[src/rtl/mem_line_arbiter_if.sv]
// Requester-side bundle for one port of the line-burst memory arbiter.
// The arbiter owns the slave view, each requester the master view.
interface mem_line_arbiter_if #(
    parameter int ADDR_LEN = 11
);
    logic                req;
    logic                wr;
    logic [ADDR_LEN-1:0] addr;
    logic [31:0]         wr_data;
    logic                gnt;
    logic                wr_ready;
    logic                rd_valid;
    logic [31:0]         rd_data;
    logic                done;

    modport master (
        output req,
        output wr,
        output addr,
        output wr_data,
        input  gnt,
        input  wr_ready,
        input  rd_valid,
        input  rd_data,
        input  done
    );

    modport slave (
        input  req,
        input  wr,
        input  addr,
        input  wr_data,
        output gnt,
        output wr_ready,
        output rd_valid,
        output rd_data,
        output done
    );
endinterface

[src/rtl/mem_line_arbiter.sv]
// Two-port round-robin arbiter moving whole aligned lines to/from a
// shared single-port memory with one-cycle read latency.
module mem_line_arbiter #(
    parameter int ADDR_LEN = 11,
    parameter int LINE_LEN = 3
) (
    input  logic                clk,
    input  logic                rst,
    mem_line_arbiter_if.slave   port0,
    mem_line_arbiter_if.slave   port1,
    output logic [LINE_LEN-1:0] beat,
    output logic                busy,
    output logic [ADDR_LEN-1:0] mem_addr,
    output logic                mem_wr_req,
    output logic [31:0]         mem_wr_data,
    input  logic [31:0]         mem_rd_data
);

    localparam int BASE_W = ADDR_LEN - LINE_LEN;
    localparam logic [LINE_LEN-1:0] LAST_BEAT = '1;

    typedef enum logic [1:0] {
        IDLE,
        RD_BURST,
        RD_DRAIN,
        WR_BURST
    } state_e;

    state_e              state_q, state_d;
    logic [LINE_LEN-1:0] beat_q, beat_d;
    logic [BASE_W-1:0]   base_q, base_d;
    logic                owner_q, owner_d;
    logic                last_q, last_d;
    logic                rd_valid_q, rd_valid_d;

    logic                sel;
    logic                sel_wr;
    logic                in_burst;
    logic                first_beat;
    logic                last_beat;

    // Low line bits of the request address are ignored by design.
    logic unused_addr_bits;
    assign unused_addr_bits = ^{port0.addr[LINE_LEN-1:0],
                                port1.addr[LINE_LEN-1:0]};

    always_ff @(posedge clk or negedge rst) begin
        if (!rst) begin
            state_q    <= IDLE;
            beat_q     <= '0;
            base_q     <= '0;
            owner_q    <= 1'b0;
            last_q     <= 1'b1;
            rd_valid_q <= 1'b0;
        end else begin
            state_q    <= state_d;
            beat_q     <= beat_d;
            base_q     <= base_d;
            owner_q    <= owner_d;
            last_q     <= last_d;
            rd_valid_q <= rd_valid_d;
        end
    end

    always_comb begin
        state_d    = state_q;
        beat_d     = beat_q;
        base_d     = base_q;
        owner_d    = owner_q;
        last_d     = last_q;
        rd_valid_d = (state_q == RD_BURST);
        sel        = 1'b0;
        sel_wr     = 1'b0;

        unique case (state_q)
            IDLE: begin
                beat_d = '0;
                // On a tie the port that was not granted last wins.
                if (port0.req && port1.req) begin
                    sel = ~last_q;
                end else begin
                    sel = port1.req;
                end
                sel_wr = sel ? port1.wr : port0.wr;
                if (port0.req || port1.req) begin
                    owner_d = sel;
                    last_d  = sel;
                    base_d  = sel ? port1.addr[ADDR_LEN-1:LINE_LEN]
                                  : port0.addr[ADDR_LEN-1:LINE_LEN];
                    state_d = sel_wr ? WR_BURST : RD_BURST;
                end
            end
            RD_BURST: begin
                beat_d = beat_q + LINE_LEN'(1);
                if (beat_q == LAST_BEAT) begin
                    state_d = RD_DRAIN;
                end
            end
            RD_DRAIN: begin
                beat_d  = '0;
                state_d = IDLE;
            end
            WR_BURST: begin
                beat_d = beat_q + LINE_LEN'(1);
                if (beat_q == LAST_BEAT) begin
                    state_d = IDLE;
                end
            end
            default: begin
                beat_d  = '0;
                state_d = IDLE;
            end
        endcase
    end

    always_comb begin
        in_burst   = (state_q == RD_BURST) || (state_q == WR_BURST);
        first_beat = in_burst && (beat_q == '0);
        last_beat  = ((state_q == WR_BURST) && (beat_q == LAST_BEAT))
                   || (state_q == RD_DRAIN);
        mem_wr_req = (state_q == WR_BURST);
        mem_addr   = in_burst ? {base_q, beat_q} : '0;
        if (mem_wr_req) begin
            mem_wr_data = owner_q ? port1.wr_data : port0.wr_data;
        end else begin
            mem_wr_data = '0;
        end
    end

    assign port0.gnt      = first_beat && !owner_q;
    assign port1.gnt      = first_beat &&  owner_q;
    assign port0.wr_ready = mem_wr_req && !owner_q;
    assign port1.wr_ready = mem_wr_req &&  owner_q;
    assign port0.rd_valid = rd_valid_q && !owner_q;
    assign port1.rd_valid = rd_valid_q &&  owner_q;
    assign port0.done     = last_beat  && !owner_q;
    assign port1.done     = last_beat  &&  owner_q;
    assign port0.rd_data  = mem_rd_data;
    assign port1.rd_data  = mem_rd_data;

    assign beat = beat_q;
    assign busy = (state_q != IDLE);

    a_one_grant: assert property (
        @(posedge clk) disable iff (!rst)
        !(port0.gnt && port1.gnt));

    a_one_owner: assert property (
        @(posedge clk) disable iff (!rst)
        !(port0.wr_ready && port1.wr_ready)
        && !(port0.rd_valid && port1.rd_valid));

endmodule

[src/flat_wrapper.sv]
// flat-port wrapper written by rule: the top's interface ports become plain ports
module mem_line_arbiter_flat 
#(
    parameter int ADDR_LEN = 11,
    parameter int LINE_LEN = 3
)
  (clk, rst, beat, busy, mem_addr, mem_wr_req, mem_wr_data, mem_rd_data, port0_req, port0_wr, port0_addr, port0_wr_data, port0_gnt, port0_wr_ready, port0_rd_valid, port0_rd_data, port0_done, port1_req, port1_wr, port1_addr, port1_wr_data, port1_gnt, port1_wr_ready, port1_rd_valid, port1_rd_data, port1_done);
  mem_line_arbiter_if #(.ADDR_LEN(ADDR_LEN)) port0_i ();
  mem_line_arbiter_if #(.ADDR_LEN(ADDR_LEN)) port1_i ();
  input  logic clk;
  input  logic rst;
  output logic [LINE_LEN-1:0] beat;
  output logic busy;
  output logic [ADDR_LEN-1:0] mem_addr;
  output logic mem_wr_req;
  output logic [31:0] mem_wr_data;
  input  logic [31:0] mem_rd_data;
  input wire logic [$bits(port0_i.req)-1:0] port0_req;
  input wire logic [$bits(port0_i.wr)-1:0] port0_wr;
  input wire logic [$bits(port0_i.addr)-1:0] port0_addr;
  input wire logic [$bits(port0_i.wr_data)-1:0] port0_wr_data;
  output wire logic [$bits(port0_i.gnt)-1:0] port0_gnt;
  output wire logic [$bits(port0_i.wr_ready)-1:0] port0_wr_ready;
  output wire logic [$bits(port0_i.rd_valid)-1:0] port0_rd_valid;
  output wire logic [$bits(port0_i.rd_data)-1:0] port0_rd_data;
  output wire logic [$bits(port0_i.done)-1:0] port0_done;
  input wire logic [$bits(port1_i.req)-1:0] port1_req;
  input wire logic [$bits(port1_i.wr)-1:0] port1_wr;
  input wire logic [$bits(port1_i.addr)-1:0] port1_addr;
  input wire logic [$bits(port1_i.wr_data)-1:0] port1_wr_data;
  output wire logic [$bits(port1_i.gnt)-1:0] port1_gnt;
  output wire logic [$bits(port1_i.wr_ready)-1:0] port1_wr_ready;
  output wire logic [$bits(port1_i.rd_valid)-1:0] port1_rd_valid;
  output wire logic [$bits(port1_i.rd_data)-1:0] port1_rd_data;
  output wire logic [$bits(port1_i.done)-1:0] port1_done;
  assign port0_i.req = port0_req;
  assign port0_i.wr = port0_wr;
  assign port0_i.addr = port0_addr;
  assign port0_i.wr_data = port0_wr_data;
  assign port0_gnt = port0_i.gnt;
  assign port0_wr_ready = port0_i.wr_ready;
  assign port0_rd_valid = port0_i.rd_valid;
  assign port0_rd_data = port0_i.rd_data;
  assign port0_done = port0_i.done;
  assign port1_i.req = port1_req;
  assign port1_i.wr = port1_wr;
  assign port1_i.addr = port1_addr;
  assign port1_i.wr_data = port1_wr_data;
  assign port1_gnt = port1_i.gnt;
  assign port1_wr_ready = port1_i.wr_ready;
  assign port1_rd_valid = port1_i.rd_valid;
  assign port1_rd_data = port1_i.rd_data;
  assign port1_done = port1_i.done;
  mem_line_arbiter #(.ADDR_LEN(ADDR_LEN), .LINE_LEN(LINE_LEN)) u_core (.clk(clk), .rst(rst), .port0(port0_i), .port1(port1_i), .beat(beat), .busy(busy), .mem_addr(mem_addr), .mem_wr_req(mem_wr_req), .mem_wr_data(mem_wr_data), .mem_rd_data(mem_rd_data));
endmodule
[config.mk]
export PLATFORM = sky130hd
export DESIGN_NAME = mem_line_arbiter_flat
export DESIGN_NICKNAME = d
export VERILOG_FILES = /design/src/rtl/mem_line_arbiter_if.sv /design/src/rtl/mem_line_arbiter.sv /design/src/flat_wrapper.sv
export SDC_FILE = /design/constraint.sdc
export NUM_CORES = 1
export LEC_CHECK = 0
export BUFFER_PORTS_ARGS = -buffer_cell sky130_fd_sc_hd__buf_2
export CORE_AREA = 2 2 94 96
export DETAILED_ROUTE_END_ITERATION = 10
export DIE_AREA = 0 0 96 98
export MAX_ROUTING_LAYER = met4
export PLACE_DENSITY = 0.72
export SETUP_SLACK_MARGIN = 0.1
export SLEW_MARGIN = 40
export SYNTH_ARGS = -nofsm -noshare
export SYNTH_HDL_FRONTEND = slang
export SYNTH_SLANG_ARGS = --single-unit
[constraint.sdc]
create_clock -name clk -period 3.5 [get_ports clk]
set_clock_uncertainty 0.05 [all_clocks]
set_input_delay 0.525 -clock clk [delete_from_list [all_inputs] [get_ports clk]]
set_output_delay 0.525 -clock clk [all_outputs]
set_load 0.005 [all_outputs]
# --- Yosys cells after proc, flatten, opt, wreduce, memory -nomap -nowiden ---
# Index checks and enable logic that the tools add are counted.
totals:
  wordCells: 50
  ff_bits: 16
  input_bits: 124
  out_inout_bits: 120
op_classes:
  n_eq_ne: 7
  n_addsub: 1
  muxes: 13
  n_reduce_logical: 22
  n_bitwise: 1
ops:
  columns: ["operator", "count"]
  rows:
  - ["32-bit two-way mux", 2]
  - ["1-bit logical AND", 11]
  - ["11-bit two-way mux", 1]
  - ["2-bit two-way mux", 4]
  - ["8-bit two-way mux", 1]
  - ["2-bit one-hot mux with 4 select lines", 1]
  - ["3-bit one-hot mux with 2 select lines", 1]
  - ["2-bit equality test, second input constant", 2]
  - ["2-bit != test, second input constant", 2]
  - ["2-bit OR reduction", 2]
  - ["3-bit by 1-bit adder with 3-bit output, second input constant", 1]
  - ["3-bit equality test, second input constant", 1]
  - ["3-bit zero test", 1]
  - ["1-bit logical OR", 3]
  - ["1-bit two-way mux", 3]
  - ["3-bit AND reduction", 1]
  - ["2-bit by 1-bit equality test with 1-bit output, second input constant", 1]
  - ["2-bit zero test", 1]
  - ["2-bit by 1-bit != test with 1-bit output, second input constant", 1]
  - ["2-bit AND reduction", 1]
  - ["2-bit nonzero test", 1]
  - ["1-bit zero test", 1]
  - ["1-bit inverter", 1]

# --- Longest topological paths before layout ---
# Gate-level depths: netlist (run 1).
logic_depth:
  depth_word: 7
  mapped_depth: 5
  mapped_depth_nobuf: 5

# --- Worst setup path after synthesis (run 1) ---
# No wires, ideal clock.
synth_timing:
  path_kind: "register to output"
  startpoint: "register u_core.beat_q[0] (netlist: u_core.beat[0])"
  endpoint: "output port port1_done"
  path_stages_with_launch: 5
  arrival_time_ns: 1.139
  slack_ns: 1.786
  path_buffers: 0
  required_time_ns: 2.925
  path_cell_list: "dfrtp_1 -> ha_1 -> ha_1 -> nand2b_1 -> and3_1"
synth_between:
  elab_chain_cells: 4
synth_lines:
  columns: ["item", "line", "rtl"]
  rows:
  - ["start: declaration", "mem_line_arbiter.sv:30", "logic [LINE_LEN-1:0] beat_q, beat_d;"]
  - ["start signal: assignment", "mem_line_arbiter.sv:57", "beat_q <= beat_d;"]
  - ["3-bit equality test", "mem_line_arbiter.sv:119", "last_beat = ((state_q == WR_BURST) && (beat_q == LAST_BEAT))"]
  - ["1-bit logical AND", "mem_line_arbiter.sv:119", null]
  - ["1-bit logical OR", "mem_line_arbiter.sv:120", "|| (state_q == RD_DRAIN);"]
  - ["1-bit logical AND", "mem_line_arbiter.sv:137", "assign port1.done = last_beat && owner_q;"]
  - ["end: declaration", "flat_wrapper.sv:35", "output wire logic [$bits(port1_i.done)-1:0] port1_done;"]
# No other way between the ends.

# --- Final worst setup path (run 1) ---
layout_timing:
  startpoint: "register u_core.state_q[0]"
  endpoint: "output port busy"
layout_between:
  elab_chain_cells: 1
layout_lines:
  columns: ["item", "line", "rtl"]
  rows:
  - ["start: declaration", "mem_line_arbiter.sv:29", "state_e state_q, state_d;"]
  - ["start signal: assignment", "mem_line_arbiter.sv:56", "state_q <= state_d;"]
  - ["2-bit nonzero test", "mem_line_arbiter.sv:142", "assign busy = (state_q != IDLE);"]
  - ["end: declaration", "flat_wrapper.sv:13", "output logic busy;"]
# No other way between the ends.

==> results of run 1 <==
## power breakdown
| part | switching, uW | internal [uW] | leakage (uW) |
|---|---|---|---|
| Clock | 64.1 | 80.6 | 0.0000228 |
| Combinational | 415 | 496 | 0.00104 |
| Sequential | 188 | 285 | 0.000182 |
## path summary, 6_finish.rpt
kind	to	from
worst max-delay path	busy	u_core.state_q[0]
worst min-delay path	u_core.base_q[0]	rst
worst max register to register	u_core.base_q[0]	u_core.state_q[0]
worst min register to register	u_core.beat[0]	u_core.beat[0]
max in group asynchronous	u_core.owner_q	rst
min in group clk	u_core.last_q	port0_req
## metal layers
| metal | GRT usage (%) | part of all wire [%] | vias to the layer above |
|---|---|---|---|
| li1 | - | - | 844 |
| met1 | 11.27 | 39 | 771 |
| met2 | 20.57 | 49 | 101 |
| met3 | 1.852 | 8.8 | 22 |
| met4 | 4.615 | 2.8 | 0 |
| met5 | - | 0 | - |
## worst register-to-register path, cell delays in order (launching register included)
cell	delay [ps]
dfrtp_1	620
nor2_2	610
and2_4	340
a31oi_1	100
## final cells by class
class,instances,area (um2)
Tap cell,108,135.1
Multi-Input combinational cell,140,902.1
Clock buffer,4,45.04
Timing Repair Buffer,142,713.2
Sequential cell,16,405.4
Inverter,4,15.01
Fill cell,942,6250
## per-stage QoR
| step | setup WS [ps] | hold slack [ps] |
|---|---|---|
| global route | 1065 | 160.2 |
| detailed placement | 1478 | 420.4 |
| CTS | 1198 | 154.3 |
| global placement | 1374 | 413.9 |
| finish | 1232 | 144.2 |
| floorplan | 1786 | 179.4 |
## cell families after synthesis
kind of cell	Yosys count	synth area share, %
compound gates	22	8.250
xor+xnor	1	0.4658
fa+ha+maj	3	1.996
buf+inv	83	30.67
flops	16	21.36
mux	32	17.03
simple gates	82	20.23
## registers in the layout, indices dropped and copies added, names as in the netlist
register and cells:
u_core.last_q 1, u_core.state_q 2, u_core.rd_valid_q 1, u_core.beat 3, u_core.owner_q 1, u_core.base_q 8
## cells in the final DEF (no fill, tap or decap), drive strengths merged
cell type / count
nor4bb: 1
ha: 3
dfrtp: 15
buf: 142
a21boi: 1
a22o: 1
and2: 15
nand2b: 1
and4b: 1
nor2b: 3
a21bo: 1
inv: 4
xor2: 1
or2: 1
and3: 2
a31oi: 9
a32oi: 1
a21oi: 9
clkbuf: 4
nand2: 23
dfstp: 1
mux2i: 32
nor2: 35
==> impl_results.md, run 1 <==
- Synthesized area: 0.001881 mm2
- Cell area after layout: 0.002216 mm2
- DRC: 0
- Max Freq: 0.4409 GHz
- Final setup vio count: 0
- Ys Warns: 0
- Final period utilization: 64.81%
- Num rows: 34
- Seq cells post-synth: 16
- Initial core utilization: 22.21%
- Net Count, Synth: 366
- Hold-fix buffers at CTS: 0
- Total wire length: 5.635 mm
- Most frequent cells after synthesis: buf_4 (64), nor2_1 (34), mux2i_1 (32), nand2_1 (23), dfrtp_1 (15)
- Setup_tns: 0 ps
- Slowest stage delay, CP: 620 ps
- TritonCTS buffer count: 3
- Post-Synthesis Cells: 239
- Area Growth Syn to Fin: 17.83%
- DRT antenna net count: 0
- Core footprint: 0.008466 mm2
- Clock-pin transition on the worst setup and hold timing paths: 60 ps
- DRT Pass-1 Iters: 4
- Top cell family by delay on the critical path: flip-flops
- FF-to-FF setup slack: 1650 ps
- Post-DP Area: 0.002171 mm2
- Layout Cells excl Fill: 414
- CTS Buffer Depth: 2
- Reg2Reg Depth: 3
- Yosys top cell area share: 25.55%
- Worst-Margin Slew: 622.9 ps
- Final hold vios: 0
- Commonest register cell after synthesis: dfrtp_1
- Dpl hpwl: 4.608 mm
- Static Leak: 0.001246 uW
- Post-synth ARST share: 100.0%
- Number of synthesized flops with an enable pin: 0
- Post-cts sizing count: 0
- Share of cells above drive strength 1: 49.67%
- Slew margin rel.: 58.47%
- Type of destination of the critical path: output pin
- DR vias: 1738
- Initial DRC Count: 43
- CP max-delay cell: dfrtp_1
- First-pass GRT wire length: 8.066 mm
- Post-synthesis average cell area: 7.868 um2
- Max-slew violations: 0
- Run status: finished, final reports clean
- Port bufs: 141
- Vias in the first global route: 1693
- Diode count: 0
- Critical Path RT: 2920 ps
- Crit path time final: 2268 ps
- Worst-Skew Late Latency: 240 ps
- Vias per std cell: 4.198
- Sequential element share of the synthesized area: 21.36%
- Initial antenna violation count: 0
- Max Cap Viol: 0
- Crit Path Class: register to output pin
- GRT Total Usage: 11.13%
- NumNets Final: 434
- Htree depth: 1
- CTS sink count: 16
- Count leader, synth: buf_4
- Remaining Overflow, GRT: 0
- Die X: 96 um
- RSZ-0062 raised after global routing: false
- PD cells: 690.0 mW/mm2
- Layout Utilization: 26.17%
- GPL Wtd Cong: 0.6491
- Worst vdd ir: 0.0002720 V
- CP max FO: 22
- Wirelength per Cell: 13.61 um
- Setup repair bufs after CTS: 0
- Root buffer cell: clkbuf_8
- Pwr Total: 1529 uW
- WP buf/inv: 2
- Die area: 0.009408 mm2
- Placed cells: 410
- Pin count of the biggest net entering global routing: 42
- Area leader, netlist: buf_4
- Setup crit start kind: register
- Yosys cell types: 29
- CP Data Arrival Time: 1690 ps
- Largest cells by area after synthesis: buf_4 (26%), dfrtp_1 (20%), mux2i_1 (17%)
- CTS tree: done
- Crit-path cells: nor2_2 > inv_1 > buf_2
- CP Depth: 3
- IO Pins: 244
- Die Height: 98 um
- Hold crit path type: primary input to asynchronous set/reset pin
(Power assumes the default switching activity.)
==> run 2: changes to the inputs <==
--- a/config.mk
+++ b/config.mk
@@ -10,7 +10,7 @@
 export DETAILED_ROUTE_END_ITERATION = 10
 export DIE_AREA = 0 0 96 98
 export MAX_ROUTING_LAYER = met4
-export PLACE_DENSITY = 0.72
+export PLACE_DENSITY = 0.75
 export SETUP_SLACK_MARGIN = 0.1
 export SLEW_MARGIN = 40
 export SYNTH_ARGS = -nofsm -noshare
==> constraint.sdc (replaced) <==
create_clock -name clk -period 1.85 [get_ports clk]
set_clock_uncertainty 0.05 [all_clocks]
set_input_delay 0.2775 -clock clk [delete_from_list [all_inputs] [get_ports clk]]
set_output_delay 0.2775 -clock clk [all_outputs]
set_load 0.005 [all_outputs]
==> run 2 against run 1 <==
Compared with the run above: die area unchanged; register-to-register slack got worse by 1300 ps; worst setup slack got worse by 1100 ps; sequential share of layout area decreased by 1.7 points; combinational power increased to 2.5 times the previous value; cell count increased by 2.4%; critical endpoint is now port1_done; cell area increased by 9.4%; routed wire length decreased by 0.12%; non-clock buffer count increased by 10.
==> impl_results.md, run 2 (synthesis gave the netlist of run 1 again) <==
- Run status: finished, final reports clean
- Area Growth Syn to Fin: 28.94%
- RSZ-0062 raised after global routing: true
- Vias in the first global route: 1695
- GPL Wtd Cong: 0.7109
- Die X: 96 um
- GRT Total Usage: 11.15%
- Max Cap Viol: 0
- Slowest stage delay, CP: 410 ps
- Crit-path cells: ha_4 > ha_4 > nand2b_4 > and3_4 > buf_2
- Worst-Margin Slew: 525.5 ps
- Layout Cells excl Fill: 424
- Largest Register: u_core.base_q
- Worst Hold Path EP: u_core.last_q
- Worst-Skew Late Latency: 250 ps
- Layout fillers: 917
- Final setup vio count: 0
- Most frequent CP cell: ha_4
- CTS Buffer Depth: 2
- IO Pins: 244
- Top cell family by delay on the critical path: flip-flops
- Remaining Overflow, GRT: 0
- Hold_sp: port0_req
- DRT antenna net count: 0
- CP Data Arrival Time: 1430 ps
- Initial DRC Count: 41
- Worst vdd ir: 0.0006533 V
- Max Freq: 0.5705 GHz
- Port bufs: 141
- Wirelength per Cell: 13.27 um
- Reg-to-Reg Start: u_core.state_q[0]
- Final period utilization: 94.74%
- Static Leak: 0.001320 uW
- Die area: 0.009408 mm2
- Most common cell after layout, fill and taps aside: buf_2
- CP max-delay cell: dfrtp_1
- DRT Pass-1 Iters: 4
- Initial core utilization: 22.21%
- FF-to-FF setup slack: 370 ps
- Crit path time final: 1753 ps
- TritonCTS buffer count: 3
- Total wire length: 5.628 mm
- Htree depth: 1
- CP Depth: 5
- Pin count of the biggest net entering global routing: 35
- Num rows: 34
- Dpl hpwl: 4.646 mm
- Cell area after layout: 0.002425 mm2
- Critical Path RT: 1520 ps
- Clock-pin transition on the worst setup and hold timing paths: 60 ps
- Placed cells: 416
- R2r endpoint: u_core.base_q[3]
- Reg2Reg Depth: 5
- CTS tree: done
- Hold Path Stages: 2
- DR vias: 1748
- Final hold vios: 0
- Root buffer cell: clkbuf_8
- Core footprint: 0.008466 mm2
- First-pass GRT wire length: 8.079 mm
- CP max FO: 3
- Max-slew violations: 0
- Hold crit path type: primary input to register
- Share of cells above drive strength 1: 54.11%
- Largest register FFs: 8
- Commonest cells after routing, fill and taps aside: buf_2 (141), nor2_1 (34), mux2i_1 (31)
- WP buf/inv: 1
- Diode count: 0
- CTS sink count: 16
- Crit Path Class: register to output pin
- Die Height: 98 um
- Layout Utilization: 28.64%
- Type of destination of the critical path: output pin
- PD cells: 1363 mW/mm2
- Setup_tns: 0 ps
- Post-DP Area: 0.002238 mm2
- Initial antenna violation count: 0
- NumNets Final: 444
- Setup crit start kind: register
- Slew margin rel.: 64.76%
- Vias per std cell: 4.123
- DRC: 0
## run 2: cell count changes in the layout (fill, tap and decap cells not counted), moves of 2 or more
cell    previous run  this run
buf_4              1         6
ha_1               3         0
ha_4               0         3
buf_12             0         2
inv_1              4         2
inv_2              0         2
## run 2: repair_timing
item	in CTS	in global routing
cloned	0	1
pin swaps	2	1
endpoints found under the hold margin	15	0
buffers inserted	2	0
resized for setup	6	9
hold buffers	1	0
setup endpoints to repair	2	38
## run 2: layout make-up
cell class	instances	area (um2)	share of cell area [%]
Multi-Input combinational cell	140	979.7	40.40
Timing Repair Buffer	152	837.1	34.52
Sequential cell	16	402.9	16.62
Tap cell	108	135.1	5.573
Clock buffer	4	55.05	2.270
Inverter	4	15.01	0.6192
## run 2: where the power goes
group / switching (uW) / total [uW] / internal, uW / leakage (uW)
logic: 1080 / 2300 / 1220 / 0.00111
clock network: 117 / 305 / 188 / 0.0000288
registers: 164 / 702 / 538 / 0.000182
## run 2: through the flow
step / total power (uW) / hold slack [ps] / setup WS (ps)
final: 3305 / 172.8 / 97.23
after global routing: 3662 / 176.1 / 31.98
after CTS: 3225 / 161.6 / 55.79
after detailed placement: 2817 / 172.0 / 144.1
after global placement: 2760 / 165.1 / 166.7
after floorplan: 2020 / -68.09 / 383.6
## run 2: metal layers
| metal | global-route usage (%) | up-vias | wire, um |
|---|---|---|---|
| met2 | 20.89 | 92 | 2868 |
| met5 | - | - | 0 |
| met1 | 11.64 | 779 | 2177 |
| li1 | - | 865 | - |
| met3 | 2.546 | 12 | 491 |
| met4 | 2.198 | 0 | 91 |
## run 2: how the worst max path moves through the flow
stage,slack [ps],start,endpoint
detailed placement,140,u_core.beat[0],port1_done
global route,30,u_core.state_q[0],busy
floorplan,380,u_core.beat[0],port1_done
finish,100,u_core.beat[0],port1_done
global placement,170,u_core.beat[0],port1_done
CTS,60,u_core.beat[1],port1_done
